===== src/rtl/taus_urng_pkg.sv =====
// rtl/taus_urng_pkg.sv - taus88 constants, channel-state type and seed helpers
package taus_urng_pkg;

   localparam logic [31:0] MASK1 = 32'hFFFF_FFFE;
   localparam logic [31:0] MASK2 = 32'hFFFF_FFF8;
   localparam logic [31:0] MASK3 = 32'hFFFF_FFF0;

   localparam int S1_A = 13;
   localparam int S1_B = 19;
   localparam int S1_C = 12;
   localparam int S2_A = 2;
   localparam int S2_B = 25;
   localparam int S2_C = 4;
   localparam int S3_A = 3;
   localparam int S3_B = 11;
   localparam int S3_C = 17;

   localparam logic [31:0] DEF_S1 = 32'd12345;
   localparam logic [31:0] DEF_S2 = 32'd12345;
   localparam logic [31:0] DEF_S3 = 32'd12345;

   localparam logic [31:0] MIN_S1 = 32'd2;
   localparam logic [31:0] MIN_S2 = 32'd8;
   localparam logic [31:0] MIN_S3 = 32'd16;

   localparam logic [31:0] GOLDEN = 32'h9E37_79B9;

   typedef struct packed {
      logic [31:0] z1;
      logic [31:0] z2;
      logic [31:0] z3;
   } chan_state_t;

   // Seeds below the minimum would lock a component into an all-zero orbit.
   function automatic chan_state_t guard_seed(input logic [31:0] s1,
                                              input logic [31:0] s2,
                                              input logic [31:0] s3);
      chan_state_t st;
      st.z1 = (s1 < MIN_S1) ? DEF_S1 : s1;
      st.z2 = (s2 < MIN_S2) ? DEF_S2 : s2;
      st.z3 = (s3 < MIN_S3) ? DEF_S3 : s3;
      return st;
   endfunction

   function automatic chan_state_t reset_state(input int unsigned k);
      logic [31:0] mix;
      mix = k * GOLDEN;
      return guard_seed(DEF_S1 ^ mix, DEF_S2 ^ mix, DEF_S3 ^ mix);
   endfunction

endpackage


===== src/rtl/taus_urng_step.sv =====
// rtl/taus_urng_step.sv - one taus88 channel step: current states to next states and sample
module taus_urng_step
   import taus_urng_pkg::*;
(
   input  chan_state_t cur,
   output chan_state_t nxt,
   output logic [31:0] sample
);

   always_comb begin
      nxt.z1 = (((cur.z1 << S1_A) ^ cur.z1) >> S1_B) ^ ((cur.z1 & MASK1) << S1_C);
      nxt.z2 = (((cur.z2 << S2_A) ^ cur.z2) >> S2_B) ^ ((cur.z2 & MASK2) << S2_C);
      nxt.z3 = (((cur.z3 << S3_A) ^ cur.z3) >> S3_B) ^ ((cur.z3 & MASK3) << S3_C);
      sample = nxt.z1 ^ nxt.z2 ^ nxt.z3;
   end

endmodule


===== src/rtl/taus_urng_mc.sv =====
// rtl/taus_urng_mc.sv - multi-channel taus88 URNG with output FIFO; optional SAMPLE_CNT_EN pop counter
module taus_urng_mc
   import taus_urng_pkg::*;
#(
   parameter int NUM_CH     = 4,
   parameter int FIFO_DEPTH = 2
) (
   input  logic                 clk,
   input  logic                 reset,
   input  logic                 en,
   input  logic                 seed_valid,
   input  logic [3:0]           seed_ch,
   input  logic [31:0]          seed_s1,
   input  logic [31:0]          seed_s2,
   input  logic [31:0]          seed_s3,
   output logic                 seed_err,
   output logic                 out_valid,
   input  logic                 out_ready,
   output logic [32*NUM_CH-1:0] out_data
`ifdef SAMPLE_CNT_EN
   ,
   output logic [31:0]          sample_cnt
`endif
);

   localparam int AW = $clog2(FIFO_DEPTH);
   localparam int DW = 32 * NUM_CH;
   localparam logic [AW:0] PTR_ONE = 1;

   chan_state_t   state_q   [NUM_CH];
   chan_state_t   state_d   [NUM_CH];
   chan_state_t   state_nxt [NUM_CH];
   logic [DW-1:0] samples;

   logic [DW-1:0] mem_q [FIFO_DEPTH];
   logic [DW-1:0] mem_d [FIFO_DEPTH];
   logic [AW:0]   wr_ptr_q, wr_ptr_d;
   logic [AW:0]   rd_ptr_q, rd_ptr_d;
   logic          seed_err_q, seed_err_d;

   logic full, empty, pop, push, seed_hit, seed_bad;

   for (genvar g = 0; g < NUM_CH; g++) begin : g_ch
      taus_urng_step u_step (
         .cur    (state_q[g]),
         .nxt    (state_nxt[g]),
         .sample (samples[32*g +: 32])
      );
   end

   // Extra pointer bit distinguishes full from empty when the indices match.
   assign empty    = (wr_ptr_q == rd_ptr_q);
   assign full     = (wr_ptr_q[AW] != rd_ptr_q[AW]) && (wr_ptr_q[AW-1:0] == rd_ptr_q[AW-1:0]);
   assign seed_hit = seed_valid && ({1'b0, seed_ch} < 5'(NUM_CH));
   assign seed_bad = seed_valid && !seed_hit;
   assign pop      = out_valid && out_ready;
   assign push     = en && !seed_valid && (!full || pop);

   assign out_valid = !empty;
   assign out_data  = empty ? '0 : mem_q[rd_ptr_q[AW-1:0]];
   assign seed_err  = seed_err_q;

   always_comb begin
      state_d    = state_q;
      mem_d      = mem_q;
      wr_ptr_d   = wr_ptr_q;
      rd_ptr_d   = rd_ptr_q;
      seed_err_d = seed_bad;
      if (seed_hit) begin
         for (int k = 0; k < NUM_CH; k++) begin
            if ({1'b0, seed_ch} == 5'(k)) begin
               state_d[k] = guard_seed(seed_s1, seed_s2, seed_s3);
            end
         end
         wr_ptr_d = '0;
         rd_ptr_d = '0;
      end else begin
         if (push) begin
            for (int k = 0; k < NUM_CH; k++) begin
               state_d[k] = state_nxt[k];
            end
            mem_d[wr_ptr_q[AW-1:0]] = samples;
            wr_ptr_d = wr_ptr_q + PTR_ONE;
         end
         if (pop) begin
            rd_ptr_d = rd_ptr_q + PTR_ONE;
         end
      end
   end

   always_ff @(posedge clk) begin
      if (reset) begin
         for (int k = 0; k < NUM_CH; k++) begin
            state_q[k] <= reset_state(k);
         end
         for (int i = 0; i < FIFO_DEPTH; i++) begin
            mem_q[i] <= '0;
         end
         wr_ptr_q   <= '0;
         rd_ptr_q   <= '0;
         seed_err_q <= 1'b0;
      end else begin
         state_q    <= state_d;
         mem_q      <= mem_d;
         wr_ptr_q   <= wr_ptr_d;
         rd_ptr_q   <= rd_ptr_d;
         seed_err_q <= seed_err_d;
      end
   end

`ifdef SAMPLE_CNT_EN
   logic [31:0] sample_cnt_q, sample_cnt_d;

   always_comb begin
      sample_cnt_d = sample_cnt_q;
      if (seed_hit) begin
         sample_cnt_d = '0;
      end else if (pop) begin
         sample_cnt_d = sample_cnt_q + 32'd1;
      end
   end

   always_ff @(posedge clk) begin
      if (reset) begin
         sample_cnt_q <= '0;
      end else begin
         sample_cnt_q <= sample_cnt_d;
      end
   end

   assign sample_cnt = sample_cnt_q;
`endif

endmodule


===== config.mk =====
export PLATFORM = sky130hd
export DESIGN_NAME = taus_urng_mc
export DESIGN_NICKNAME = d
export VERILOG_FILES = /design/src/rtl/taus_urng_pkg.sv /design/src/rtl/taus_urng_step.sv /design/src/rtl/taus_urng_mc.sv
export SDC_FILE = /design/constraint.sdc
export NUM_CORES = 2
export LEC_CHECK = 0
export CAP_MARGIN = 20
export CORE_MARGIN = 8
export CORE_UTILIZATION = 40
export CTS_CLUSTER_SIZE = 24
export DETAILED_ROUTE_END_ITERATION = 8
export SLEW_MARGIN = 20
export SYNTH_ARGS = -nofsm -noshare
export SYNTH_HDL_FRONTEND = slang
export SYNTH_SLANG_ARGS = --single-unit

===== constraint.sdc =====
create_clock -name clk -period 2.4 [get_ports clk]
set_clock_uncertainty 0.05 [all_clocks]
set_input_delay 0.48 -clock clk [delete_from_list [all_inputs] [get_ports clk]]
set_output_delay 0.48 -clock clk [all_outputs]
set_load 0.02 [all_outputs]

==> metrics <==
core area=73000 µm²; clock latency on the worst-skew pair=0.62 ns; crit path DAT=2.16 ns; drt via density=5.59; CP Max Fanout=7; Seq/Total Area, Yosys=41.7%; outcome=finished with violations; Yosys warning count=0; Max Root-Sink Buffers=3; reg2reg path depth=8; DP Wirelength=85.2 mm; Worst Hold Path EP=state_q[9]; die width=287 µm; biggest cell delay along the critical path=0.39 ns; largest net degree at the start of global routing=110; Hold Path Class=primary input to register; share of cells above drive strength 1=20.2%; CTS Buf Count=70; worst path buffer plus inverter count=4; crit-path leading delay family=buffers and inverters; DRC violations left=0; most common library cell in the layout ignoring fill and taps=dfxtp_1; Worst VDD drop=505 µV; CTS tree=done; Clock Sinks=613; Global Route Usage Sum=27.1%; setup violators final=129; Total Negative Setup Slacks=-28.15 ns; port bufs=226; first-pass GRT wire length=169 mm; synth-to-layout area growth=31.7%; reg-to-reg slack, setup=0.10 ns; Placement Cell Area=35400 µm²; Worst R2R Start=rd_ptr_q[0]; post-route cell area=38800 µm²; slowest cell on the critical path=nor2b_4; Leakage=14.2 nW; most frequent cells in the layout=609 x dfxtp_1, 498 x nand2_1, 421 x xnor2_1; CTS root buf=clkbuf_16; Via Count=27500; Starting Density=40.4%; final antenna-violating net count=0; Final Hold Slack=0.228 ns; Worst Hold Launch=reset; CP Data Required Time=1.87 ns; # rows=99; cell count after synthesis=3514; post-synthesis cell area=29500 µm²; Fin. Hold Viols=0; IO Pins=235; die area=82600 µm²; Power Density=744 nW/µm²; GPL Wtd Cong=0.977; ys async rst share=0%; nets=4016; fin crit share=112%; CP Cell Sequence=xnor2_2 -> nor2b_4 -> buf_12 -> clkbuf_16 -> buf_8 -> nor2_2 -> buf_6; H-tree levels=3; WL per Instance=24.5 µm; hold path depth=2; fin worst setup slack=-0.291 ns; initial antenna violation count=4; ys flop type=dfxtp_1; Crit Path Class=register to output pin; syn_area_per_cell=8.38 µm²; Overflow after GRT=0; number of global-route vias before repair=25500; CTS Hold Bufs=0; Die Ht=287 µm; WL final=120 mm; Synth Register Bits=613; Worst slew margin=23.8%; RSZ-0062 raised after global routing=yes; worst-margin pin slew=1.13 ns; startpoint types=register; Max Slew Vio Count=0; EDFF count, synth=0; worst slack, placed=-0.389 ns; reg2reg end=state_q[105]; drt initial violations=3151; Max Cap Viol=0; synth unique cells=46; 1st-pass router iterations=5; Max Freq=0.372 GHz; post-route core utilization=53.2%; minimum clock period=2.69 ns; Worst-path clk slew=0.06 ns; failing checks=setup timing; nature of the critical path endpoint=output pin; post-synth net total=3619; crit path from=wr_ptr_q[1]
-- per-stage QoR --
stage / power (mW) / instances
after floorplan: 15.2 / 3514
after global placement: 17.5 / 4768
after detailed placement: 17.6 / 4768
after CTS: 28.2 / 4888
after global routing: 29.8 / 4913
final: 28.9 / 4919
-- synthesized netlist by cell type (31+ instances only) --
master,instances,area share (%)
a211oi_2,51,2.2
nor3_1,31,0.53
buf_2,71,1.2
dfxtp_1,613,42
clkbuf_1,205,2.6
and2_1,38,0.81
a211oi_1,248,6.3
nand2b_1,33,0.70
o21bai_1,73,1.9
nor2_1,501,6.4
nand2_1,500,6.4
xnor2_1,422,13
a21oi_1,345,5.9
mux2i_1,128,4.3
-- per-layer routing --
metal / part of all wire [%] / up-vias / wire (µm) / track usage, %
met5: 0 / - / 0 / 0
met4: 3.9 / 0 / 4700 / 10.1
met3: 11 / 221 / 13500 / 6.44
met2: 41 / 1334 / 49600 / 38.7
met1: 44 / 13200 / 52500 / 39.1
li1: - / 12800 / - / -
-- cell type report --
class                           count  area (µm²)
Sequential cell                   613       12300
Multi-Input combinational cell   2593       16500
Clock buffer                       99        2010
Inverter                            8        30.0
Fill cell                        6840       34200
Antenna cell                        6        15.0
Timing Repair Buffer              625        6610
Clock inverter                     16         189
Tap cell                          959        1200
-- cell families (layout without fill, tap and decap cells) --
logic type | Yosys count | in the layout | synth area share [%]
xor+xnor | 425 | 425 | 12.6
buf+inv | 308 | 748 | 4.60
compound gates | 842 | 842 | 19.9
mux | 128 | 128 | 4.35
simple gates | 1198 | 1198 | 16.8
flops | 613 | 613 | 41.7
other cells | 0 | 6 | 0
-- worst max path at each step --
stage	end	cells after the start
floorplan	state_q[310]	8
global placement	state_q[35]	7
detailed placement	state_q[227]	7
CTS	out_data[121]	5
global route	out_data[76]	7
finish	out_data[65]	7
-- what timing repair did --
item,4_1_cts,5_1_grt
setup buffers,4,15
gates resized for setup,233,636
endpoints found under the hold margin,0,0
endpoints found under the setup margin,129,129
gates cloned,1,11
pin swaps,0,57
-- power by group --
part           internal (mW)  switching [mW]
Clock                   6.24            4.41
Combinational           2.85            3.79
Sequential              10.9           0.703
-- sequential cells by signal, indices dropped and copies added, names as in the netlist --
register and cells:
state_q 352, wr_ptr_q 2, rd_ptr_q 2, mem_q 256
seed_err 1
(Power assumes the default switching activity.)
